**config.mk**
```make
export PLATFORM = sky130hd
export DESIGN_NAME = shot_clock_alarm
export DESIGN_NICKNAME = d
export VERILOG_FILES = /design/src/rtl/shot_clock_alarm_pkg.sv /design/src/rtl/shot_clock_alarm_bcd_counter2.sv /design/src/rtl/shot_clock_alarm.sv
export SDC_FILE = /design/constraint.sdc
export NUM_CORES = 1
export LEC_CHECK = 0
export BUFFER_PORTS_ARGS = -buffer_cell sky130_fd_sc_hd__buf_4
export CAP_MARGIN = 0
export CORE_MARGIN = 8
export CORE_UTILIZATION = 54
export CTS_CLUSTER_SIZE = 8
export DETAILED_ROUTE_END_ITERATION = 7
export GPL_ROUTABILITY_DRIVEN = 0
export GPL_TIMING_DRIVEN = 0
export PLACE_DENSITY = 0.78
export SETUP_SLACK_MARGIN = 0.2
export SLEW_MARGIN = 10
export SYNTH_ARGS = -nofsm -noshare
export SYNTH_HDL_FRONTEND = slang
export SYNTH_HIERARCHICAL = 1
export SYNTH_SLANG_ARGS = --single-unit
```
**constraint.sdc**
```tcl
create_clock -name clkout -period 2.7 [get_ports clkout]
set_input_delay 0.405 -clock clkout [delete_from_list [all_inputs] [get_ports clkout]]
set_output_delay 0.405 -clock clkout [all_outputs]
set_load 0.02 [all_outputs]
```
**src/rtl/shot_clock_alarm_pkg.sv**
```systemverilog
// Shared definitions for the shot-clock alarm block.
//   state_t          : alarm FSM state (IDLE / WARN / BUZZ)
//   BCD_MAX          : largest legal BCD digit
//   WARN_SEC_DEF     : default warning window in seconds
//   BUZZ_TICKS_DEF   : default buzzer burst length in ticks
//   bcd_pair_valid() : 1 when both digits are legal BCD
package shot_clock_alarm_pkg;

  typedef enum logic [1:0] {
    IDLE = 2'd0,
    WARN = 2'd1,
    BUZZ = 2'd2
  } state_t;

  localparam logic [3:0] BCD_MAX        = 4'd9;
  localparam int         WARN_SEC_DEF   = 5;
  localparam int         BUZZ_TICKS_DEF = 3;

  function automatic logic bcd_pair_valid(input logic [3:0] hi, input logic [3:0] lo);
    return (hi <= BCD_MAX) && (lo <= BCD_MAX);
  endfunction

endpackage

```
**src/rtl/shot_clock_alarm_bcd_counter2.sv**
```systemverilog
// Two-digit BCD incrementer, 00..99 with wrap back to 00.
//   clkout : tick clock, rising edge
//   clr    : async active-low clear
//   en     : count by one on this edge
//   tens   : BCD tens digit (registered)
//   units  : BCD units digit (registered)
module bcd_counter2
  import shot_clock_alarm_pkg::*;
(
  input  logic       clkout,
  input  logic       clr,
  input  logic       en,
  output logic [3:0] tens,
  output logic [3:0] units
);

  always_ff @(posedge clkout or negedge clr) begin
    if (!clr) begin
      tens  <= 4'd0;
      units <= 4'd0;
    end else if (en) begin
      if (units == BCD_MAX) begin
        units <= 4'd0;
        tens  <= (tens == BCD_MAX) ? 4'd0 : tens + 4'd1;
      end else begin
        units <= units + 4'd1;
      end
    end
  end

endmodule

```
**src/rtl/shot_clock_alarm.sv**
```systemverilog
// Shot-clock alarm: watches the countdown digits, blinks a warning LED in the
// last WARN_SEC seconds, sounds a BUZZ_TICKS-long buzzer burst on expiry,
// counts violations in BCD and flips possession on every violation.
//   clkout     : 1 Hz tick, rising edge
//   clr        : async active-low reset
//   tens/units : BCD countdown digits
//   paused     : countdown frozen
//   buzzer     : buzzer drive
//   warn_led   : blinking warning LED
//   viol_tens/viol_units : BCD violation count
//   possession : 0 = home, 1 = away
module shot_clock_alarm
  import shot_clock_alarm_pkg::*;
#(
  parameter int WARN_SEC   = WARN_SEC_DEF,
  parameter int BUZZ_TICKS = BUZZ_TICKS_DEF
) (
  input  logic       clkout,
  input  logic       clr,
  input  logic [3:0] tens,
  input  logic [3:0] units,
  input  logic       paused,
  output logic       buzzer,
  output logic       warn_led,
  output logic [3:0] viol_tens,
  output logic [3:0] viol_units,
  output logic       possession
);

  localparam logic [2:0] BT = 3'(BUZZ_TICKS);

  state_t     state;
  logic       prev_zero;
  logic [2:0] bcnt;

  logic       valid, is_zero, in_warn, expiry;
  logic [6:0] val;

  // Illegal digits count as "not zero, not in range" so garbage never fires.
  assign valid   = bcd_pair_valid(tens, units);
  assign val     = 7'(tens) * 7'd10 + 7'(units);
  assign is_zero = valid && (val == 7'd0);
  assign in_warn = valid && (val >= 7'd1) && (val <= 7'(WARN_SEC));
  // Edge-detect on reaching 00 so a held 00 fires once; a paused 00 never fires.
  assign expiry  = is_zero && !prev_zero && !paused;

  bcd_counter2 u_viol (
    .clkout (clkout),
    .clr    (clr),
    .en     (expiry),
    .tens   (viol_tens),
    .units  (viol_units)
  );

  always_ff @(posedge clkout or negedge clr) begin
    if (!clr) begin
      state      <= IDLE;
      prev_zero  <= 1'b1;
      bcnt       <= 3'd0;
      buzzer     <= 1'b0;
      warn_led   <= 1'b0;
      possession <= 1'b0;
    end else begin
      prev_zero <= is_zero;
      if (expiry) possession <= ~possession;

      case (state)
        IDLE: begin
          if (expiry) begin
            state    <= BUZZ;
            buzzer   <= 1'b1;
            bcnt     <= BT;
            warn_led <= 1'b0;
          end else if (in_warn && !paused) begin
            state    <= WARN;
            warn_led <= 1'b1;
          end
        end
        WARN: begin
          if (expiry) begin
            state    <= BUZZ;
            buzzer   <= 1'b1;
            bcnt     <= BT;
            warn_led <= 1'b0;
          end else if (!in_warn || paused) begin
            state    <= IDLE;
            warn_led <= 1'b0;
          end else begin
            warn_led <= ~warn_led;
          end
        end
        BUZZ: begin
          warn_led <= 1'b0;
          // A fresh expiry mid-burst reloads the full burst length.
          if (expiry) begin
            bcnt <= BT;
          end else if (bcnt <= 3'd1) begin
            state  <= IDLE;
            buzzer <= 1'b0;
            bcnt   <= 3'd0;
          end else begin
            bcnt <= bcnt - 3'd1;
          end
        end
        default: begin
          state    <= IDLE;
          buzzer   <= 1'b0;
          warn_led <= 1'b0;
          bcnt     <= 3'd0;
        end
      endcase
    end
  end

endmodule

```
# Word-level counts from Yosys, hierarchy flattened
# Index checks and enable logic that the tools add are counted.
word_totals:
  register_bits: 17
  latchBits: 0
  ram_bits: 0
  rom_bits: 0
  in_bits: 11
  out_inout_bits: 11
  elab_cells: 68
  n_memories: 0
classes:
  n_addsub: 4
  n_mul: 1
  div_mod_pow: 0
  order_cmp: 5
  n_eq_ne: 9
  shifts: 0
  n_mux: 22
  bitwise: 2
  reduce_logical: 17
ops:
  columns: ["operator", "count"]
  rows:
  - ["2-bit 2-to-1 mux", 6]
  - ["3-bit 2-to-1 mux", 3]
  - ["4-bit by 1-bit adder with 4-bit output (second input constant)", 2]
  - ["4-bit equality test (second input constant)", 2]
  - ["4-bit less-or-equal comparator (second input constant)", 2]
  - ["4-bit 2-to-1 mux", 2]
  - ["7-bit by 4-bit adder with 7-bit output", 1]
  - ["7-bit by 1-bit greater-or-equal comparator with 1-bit output (second input constant)", 1]
  - ["7-bit by 3-bit less-or-equal comparator with 1-bit output (second input constant)", 1]
  - ["1-bit logical AND", 7]
  - ["7-bit zero test", 1]
  - ["1-bit 2-to-1 mux", 7]
  - ["4-bit by 3-bit multiplier with 6-bit output (second input constant)", 1]
  - ["3-bit != test (second input constant)", 2]
  - ["2-bit one-hot mux with 3 select lines", 1]
  - ["3-bit one-hot mux with 2 select lines", 1]
  - ["2-bit != test (second input constant)", 2]
  - ["1-bit one-hot mux with 2 select lines", 2]
  - ["4-bit AND reduction", 1]
  - ["3-bit by 1-bit less-or-equal comparator with 1-bit output (second input constant)", 1]
  - ["1-bit zero test", 3]
  - ["3-bit AND reduction", 1]
  - ["3-bit by 1-bit subtractor with 3-bit output (second input constant)", 1]
  - ["2-bit by 1-bit equality test with 1-bit output (second input constant)", 1]
  - ["other kinds (7)", 8]

# Longest topological paths before layout
# Gate-level depths: netlist of the first run.
depth:
  ltp_word: 10
  mapped_depth: 11
  mapped_depth_nobuf: 11

# Hierarchy
# The synthesis of the first run kept the hierarchy.
modules_own_cells:
  columns: ["mod", "instances", "cells_per_inst", "area_per_inst_um2", "seq_area_each_um2"]
  rows:
  - ["shot_clock_alarm", 1, 76, 728.2, 226.5]
  - ["bcd_counter2", 1, 36, 397.9, 200.2]

# Worst setup path after synthesis of the first run
# OpenSTA, ideal clock, no wires.
synth_path:
  path_type: "input port to flip-flop"
  startpoint: "in tens[1]"
  endpoint: "reg u_viol.tens[1]"
  setup_ps: 125
  arrival_ps: 3126
  required_ps: 2575
  slack_ps: -551
  cell_stages: 11
  path_buffers: 0
  cell_sequence: "ha_1 -> ha_1 -> inv_1 -> fa_1 -> xnor2_1 -> o311ai_1 -> o32ai_4 -> nor3_1 -> and4b_4 -> nand2_1 -> mux2_4"
synth_via:
  elab_chain_len: 7
  elab_cells_between_ends: 9
  classes_between: "add/sub: 1; mul: 1; order compare: 1; reduce/logical: 6"
synth_lines:
  columns: ["element", "line_no", "source"]
  rows:
  - ["start: declaration", "shot_clock_alarm.sv:20", "input logic [3:0] tens,"]
  - ["4-bit by 3-bit multiplier with 6-bit output", "shot_clock_alarm.sv:41", "assign val = 7'(tens) * 7'd10 + 7'(units);"]
  - ["7-bit by 4-bit adder with 7-bit output", "shot_clock_alarm.sv:41", null]
  - ["7-bit zero test", "shot_clock_alarm.sv:42", "assign is_zero = valid && (val == 7'd0);"]
  - ["1-bit logical AND *", "shot_clock_alarm.sv:42", null]
  - ["1-bit logical AND * (2 in a row)", "shot_clock_alarm.sv:45", "assign expiry = is_zero && !prev_zero && !paused;"]
  - ["net expiry", "shot_clock_alarm.sv:36", "logic valid, is_zero, in_warn, expiry;"]
  - ["2-bit AND reduction (no source line) *", null, null]
  - ["end signal: assignment", "shot_clock_alarm_bcd_counter2.sv:24", "tens <= (tens == BCD_MAX) ? 4'd0 : tens + 4'd1;"]
  - ["end: declaration", "shot_clock_alarm_bcd_counter2.sv:13", "output logic [3:0] tens,"]
# Mark *: on every way through the listed nets, which the timed path passes. The rest lies on a longest branch.
# A chain may end at the register's enable or synchronous reset.

# Worst setup path after layout of the first run
layout_path:
  startpoint: "in tens[1]"
  endpoint: "reg u_viol.tens[3]"
# Same word-level chain as after synthesis.

==> metrics.txt, run 1 <==
slowest library cell on the worst path=fa_2; crit path capture type=flip-flop; residual DRC count=0; DR vias/cell=5.66; Ys Warns=6; Tmin final=2620 ps; crit-path most repeated cell=ha_4; relative slew slack=68.1%; RSZ-0062 raised after global routing=true; Clock power frac=16.5%; Async SR Flop Fraction=100%; Placed Area=1380 um^2; largest family of logic cells by synthesized area=simple AND/OR/NAND/NOR gates; cells along the critical path=buf_8, ha_4, ha_4, inv_2, fa_2, and4b_1, o32ai_4, nor3_4, and4b_4, buf_6, a31o_1, a22o_1; most frequent cells in the layout=23 x buf_4, 16 x dfrtp_1, 8 x inv_1; GRT Overall Usage=14.8%; Net Sw Frac=36.8%; XOR/XNOR Fraction of Synth Area=5.44%; Cells after DPL=160; P_sw=307 uW; final slew viol count=0; Clk Latency, worst-skew pair=280 ps; Max Freq=382 MHz; VDD IR-drop max=477 uV; worst min path class=input pin to flip-flop; core area=1960 um^2; proportion of synthesized area in mux cells=1.33%; critical path's top delay family=adder cells; htree depth=1; worst setup margin=79.6 ps; DP HPWL=1810 um; Compound-Gate Fraction of Synth Area=15.2%; cell taking the most area after synthesis=dfrtp_1; Cells after Synth=112; Final Hold Fails=0; Die H=61.7 um; outcome=finished, final reports clean; final wirelength=2690 um; n_diodes=0; port bufs=21; detailed-route via count=984; sequential share of the synthesized area=37.9%; CP Buf/Inv Count=3; Post-Syn Area=1130 um^2; CP max FO=3; Initial Utilization=57.4%; worst slack, placed=-508 ps; initial antenna violation count=0; fin crit share=97.1%; nets@finish=169; # rows=16; first-pass GRT wire length=4280 um; Seq cells post-synth=17; Max Root-Sink Buffers=2; post-synthesis adder-cell area fraction=12.4%; critical path arrival=2810 ps; WHS=349 ps; most common cell after layout, fill and taps aside=buf_4; Max-cap violations=0; Syn Area/Cell=10.1 um^2; Critical Path Start Type=input pin; Req. time, crit path=2880 ps; drt wl/cell=15.5 um; Finished Layout Cells=174; final core occ=81.3%; Fin Clk Skew=0.685 ps; Yosys top cell area share=35.6%; final-report setup violation count=0; I/O pin total=22; chip width=61.7 um; largest net degree at the start of global routing=18; vias in the first global route=1009; worst slew pin tran=479 ps; internal power=528 uW; pwr dens=524 nW/um^2; CTS tree=built; cts bufs inserted=3; drt initial violations=10; top post-synthesis cells by area=dfrtp_1 36%, ha_1 8.9%, fa_1 3.6%; CTS clk-pin slew, worst paths=100 ps; ratio of cells with drive above 1 in the final layout=38.8%; Sink Count=17; CTS root buf=clkbuf_4; Post-Synth Simple-Gate Area=24.3%; GRT Residual Overflow=0; Post-DRT Antenna Nets=0; die area=3800 um^2; Pre-antenna DRT Iters=4; fin area=1590 um^2; Setup CP Type=input pin to flip-flop; Area growth syn-to-layout=41.6%; Comb pwr share=43.0%; ys flop type=dfrtp_1; Worst path max stage delay=560 ps; Post-synth EDFFs=0; P_leak=0.730 nW; Sequential Power Share=40.5%; Mapped Nets=133; post-synth cell types=39
final timing paths:
check                                             endpoint                    from  cells after the start  slack (ps)
min in group asynchronous              bcnt[2]$_DFFE_PN0P_                     clr                      2         510
worst min-delay path                   prev_zero$_DFF_PN1_                units[0]                      3         350
worst min register to register      possession$_DFFE_PN0P_  possession$_DFFE_PN0P_                      1         480
max in group asynchronous              prev_zero$_DFF_PN1_                     clr                      2        1940
worst max register to register  u_viol/tens[1]$_DFFE_PN0P_     prev_zero$_DFF_PN1_                      5         920
worst max-delay path            u_viol/tens[3]$_DFFE_PN0P_                 tens[1]                     12          80
state kept, by name, indices dropped and copies added (netlist names):
name,cells
u_viol/units,4
buzzer,1
warn_led,1
u_viol/tens,4
state,2
possession,1
prev_zero,1
bcnt,3
final cells by class:
class / count / area, um^2
Buffer: 1 / 3.75
Sequential cell: 17 / 427
Timing Repair Buffer: 31 / 269
Tap cell: 27 / 33.8
Fill cell: 122 / 368
Inverter: 9 / 33.8
Multi-Input combinational cell: 85 / 801
Clock buffer: 4 / 26.3
synth_stat cells (all sizes together), types with 2 or more instances:
| cell | instances |
|---|---|
| dfrtp | 16 |
| inv | 9 |
| ha | 8 |
| nand2 | 7 |
| nor3 | 7 |
| nand2b | 6 |
| nand3 | 5 |
| nor2 | 5 |
| nor4 | 5 |
| o21ai | 5 |
| xnor2 | 4 |
| a21oi | 3 |
| xor2 | 3 |
| a21o | 2 |
| a22o | 2 |
| a2bb2oi | 2 |
| and4b | 2 |
| fa | 2 |
| nor2b | 2 |
| or3 | 2 |
power groups by stage:
stage	clock network (mW)	registers, mW	logic (mW)
4_1_cts	0.139	0.339	0.328
6_report	0.138	0.339	0.359
3_5_place_dp	0	0.344	0.299
5_1_grt	0.151	0.345	0.398
3_3_place_gp	0	0.342	0.291
2_1_floorplan	0	0.360	0.192
per-stage QoR:
step | setup TNS, ps | power (mW)
3_5_place_dp | -2530 | 0.643
4_1_cts | 0 | 0.805
2_1_floorplan | -278 | 0.553
5_1_grt | 0 | 0.894
6_report | 0 | 0.835
3_3_place_gp | -1760 | 0.633
cells by family (layout without fill, tap and decap cells):
group | after synthesis | after routing
AOI/OAI and AO/OA | 21 | 21
xor gates and xnor gates | 7 | 7
buffers and inverters | 10 | 45
muxes | 1 | 1
DFF | 17 | 17
adders and majority gates | 10 | 10
and+or+nand+nor | 46 | 46
what timing repair did:
item | CTS | global route
endpoints found under the setup margin | 6 | 14
resized for setup | 9 | 12
pin swaps | 8 | 12
setup buffers | 8 | 1
hold buffers | 1 | 0
hold endpoints to repair | 16 | 0
routing by layer:
layer	up-vias	track usage, %	share of wire (%)
met2	28	26.4	51
met5	-	0	0
met1	476	16.0	43
met4	0	9.42	1.5
met3	4	1.88	4.5
li1	476	-	-
worst reg2reg max path: cells and delay by family (launching register included):
kind / cells / cell delay (ps)
AND/OR/NAND/NOR: 4 / 1010
multiplexers: 1 / 290
flip-flops: 1 / 380
Note: power is estimated with default switching activity, not from simulation.
==> run 2: changes to the inputs <==
--- a/config.mk
+++ b/config.mk
@@ -15,8 +15,7 @@
 export GPL_TIMING_DRIVEN = 0
 export PLACE_DENSITY = 0.78
 export SETUP_SLACK_MARGIN = 0.2
-export SLEW_MARGIN = 10
 export SYNTH_ARGS = -nofsm -noshare
 export SYNTH_HDL_FRONTEND = slang
-export SYNTH_HIERARCHICAL = 1
 export SYNTH_SLANG_ARGS = --single-unit
+export TNS_END_PERCENT = 50
==> metrics.txt, run 2 <==
Setup CP Type=input pin to flip-flop; Die H=61.7 um; drt initial violations=26; final slew viol count=0; GRT Residual Overflow=0; Final Hold Fails=0; # rows=16; top post-synthesis cells by area=dfrtp_1 36%, ha_1 7.8%, xnor2_1 5.4%; Async SR Flop Fraction=100%; Clk Latency, worst-skew pair=290 ps; final wirelength=2540 um; most frequent cells in the layout=23 x buf_4, 16 x dfrtp_1, 9 x inv_1, 9 x a21oi_1; ratio of cells with drive above 1 in the final layout=33.3%; VDD IR-drop max=309 uV; critical path arrival=2720 ps; Ys Warns=0; fin crit share=93.9%; fin area=1450 um^2; n_diodes=0; cell taking the most area after synthesis=dfrtp_1; Yosys top cell area share=35.5%; worst min path class=input pin to flip-flop; outcome=finished, final reports clean; Max-cap violations=0; relative slew slack=71.2%; CTS root buf=clkbuf_4; chip width=61.7 um; Sink Count=17; Comb pwr share=35.0%; Sequential Power Share=46.1%; Tmin final=2540 ps; vias in the first global route=969; post-synth cell types=40; residual DRC count=0; largest net degree at the start of global routing=18; Post-DRT Antenna Nets=0; port bufs=21; Fin Clk Skew=6.04 ps; post-route setup TNS=0 ps; crit path capture type=flip-flop; Net Sw Frac=34.4%; Max Freq=394 MHz; Initial Utilization=57.5%; initial antenna violation count=0; count leader, synth=dfrtp_1; R2R setup slack=1060 ps; Pre-antenna DRT Iters=4; Post-synth EDFFs=0; P_leak=0.649 nW; sequential share of the synthesized area=37.8%; DR vias/cell=5.82; CTS tree=built; first-pass GRT wire length=4360 um; final-report setup violation count=0; most common library cells after synthesis=16 x dfrtp_1, 10 x inv_1, 9 x a21oi_1; Placed Area=1350 um^2; Area growth syn-to-layout=28.9%; worst slew pin tran=431 ps; pwr dens=499 nW/um^2; r2r startpoint=u_viol.units[1]$_DFFE_PN0P_; ys flop type=dfrtp_1; largest registers=u_viol.tens x4, u_viol.units x4, bcnt x3; Req. time, crit path=2880 ps; core area=1960 um^2; most common cell after layout, fill and taps aside=buf_4; Hold Startpoint=units[0]; CP max FO=8; CP Launch Point=tens[3]; DP HPWL=1870 um; Mapped Nets=131; GRT Overall Usage=15.5%; Critical Path Start Type=input pin; Max Root-Sink Buffers=2; P_sw=250 uW; die area=3810 um^2; nets@finish=162; I/O pin total=22; detailed-route via count=978; Tot Pwr=725 uW; cts bufs inserted=3; htree depth=1; Syn Area/Cell=10.2 um^2; Post-Syn Area=1130 um^2; RSZ-0062 raised after global routing=true; CTS clk-pin slew, worst paths=110 ps; Seq cells post-synth=17; Clock power frac=19.0%; internal power=476 uW; Cells after Synth=111; drt wl/cell=15.1 um
==> run 2: changes by cell type in the layout (fill, tap and decap cells not counted), sizes merged, moves of 4 or more <==
cell    before  now
nor4         5    1
a21oi        3    9
buf         30   25
and3         0    4
nor3         7    2
nand2        7    3
nand2b       6    0
==> run 2: cell families after synthesis <==
family	Yosys count	share of synthesized area, %
adder cells (fa/ha/maj)	9	11.3
AND/OR/NAND/NOR	37	21.6
XOR/XNOR	7	5.44
multiplexers	2	2.00
AO/OA/AOI/OAI	27	16.0
buffers and inverters	12	5.77
flip-flops	17	37.8
==> run 2: per-layer routing <==
layer  vias up  routed length [um]  global-route usage [%]  part of all wire, %
li1        469                   -                       -                    -
met1       471                1060                    18.6                   42
met2        32                1260                    25.4                   50
met3         6                 149                    2.26                  5.9
met4         0                  68                    10.1                  2.7
met5         -                   0                       0                    0
==> run 2: power groups by stage <==
stage               logic [mW]  registers (mW)  clock network (mW)
detailed placement       0.234           0.337                   0
global route             0.282           0.343               0.159
global placement         0.226           0.334                   0
finish                   0.254           0.334               0.138
CTS                      0.252           0.333               0.138
floorplan                0.137           0.350                   0
==> run 2: repair_timing <==
item,4_1_cts,5_1_grt
pin swaps,2,2
buffers inserted,4,0
resized for setup,5,2
gates cloned,0,0
hold endpoints to repair,16,0
hold buffers,1,0
endpoints found under the setup margin,11,14
==> run 2: area by class of cell <==
class                      count  area (um^2)
clock inverter                 1         5.00
timing repair buffer          26          213
multi-input combinational     82          687
fill                         157          509
tap                           27         33.8
sequential                    17          427
inverter                      10         37.5
clock buffer                   3         22.5
buffer                         2         27.5
==> run 2: worst max-delay path, stage by stage <==
cell       delay (ps)
buf_8             100
ha_4              260
ha_4              120
inv_2              30
fa_1              520
or3b_1            370
a211o_1           250
o211ai_2           90
clkbuf_8          200
o2111ai_2          90
a211o_1           270
==> run 2: path summary, 6_finish.rpt <==
kind / end / cells after the start
worst max-delay path: u_viol.tens[3]$_DFFE_PN0P_ / 11
worst min-delay path: prev_zero$_DFF_PN1_ / 3
worst max register to register: u_viol.tens[1]$_DFFE_PN0P_ / 5
worst min register to register: possession$_DFFE_PN0P_ / 1
max in group asynchronous: prev_zero$_DFF_PN1_ / 2
min in group asynchronous: bcnt[0]$_DFFE_PN0P_ / 2
==> run 2: stage by stage <==
stage	instances	util (%)	setup slack, ps	hold WS (ps)
6_report	168	74.0	164	372
2_1_floorplan	111	-	102	109
4_1_cts	168	73.4	191	367
3_5_place_dp	159	68.8	-228	276
3_3_place_gp	159	68.8	-174	277
5_1_grt	168	74.0	92.5	368
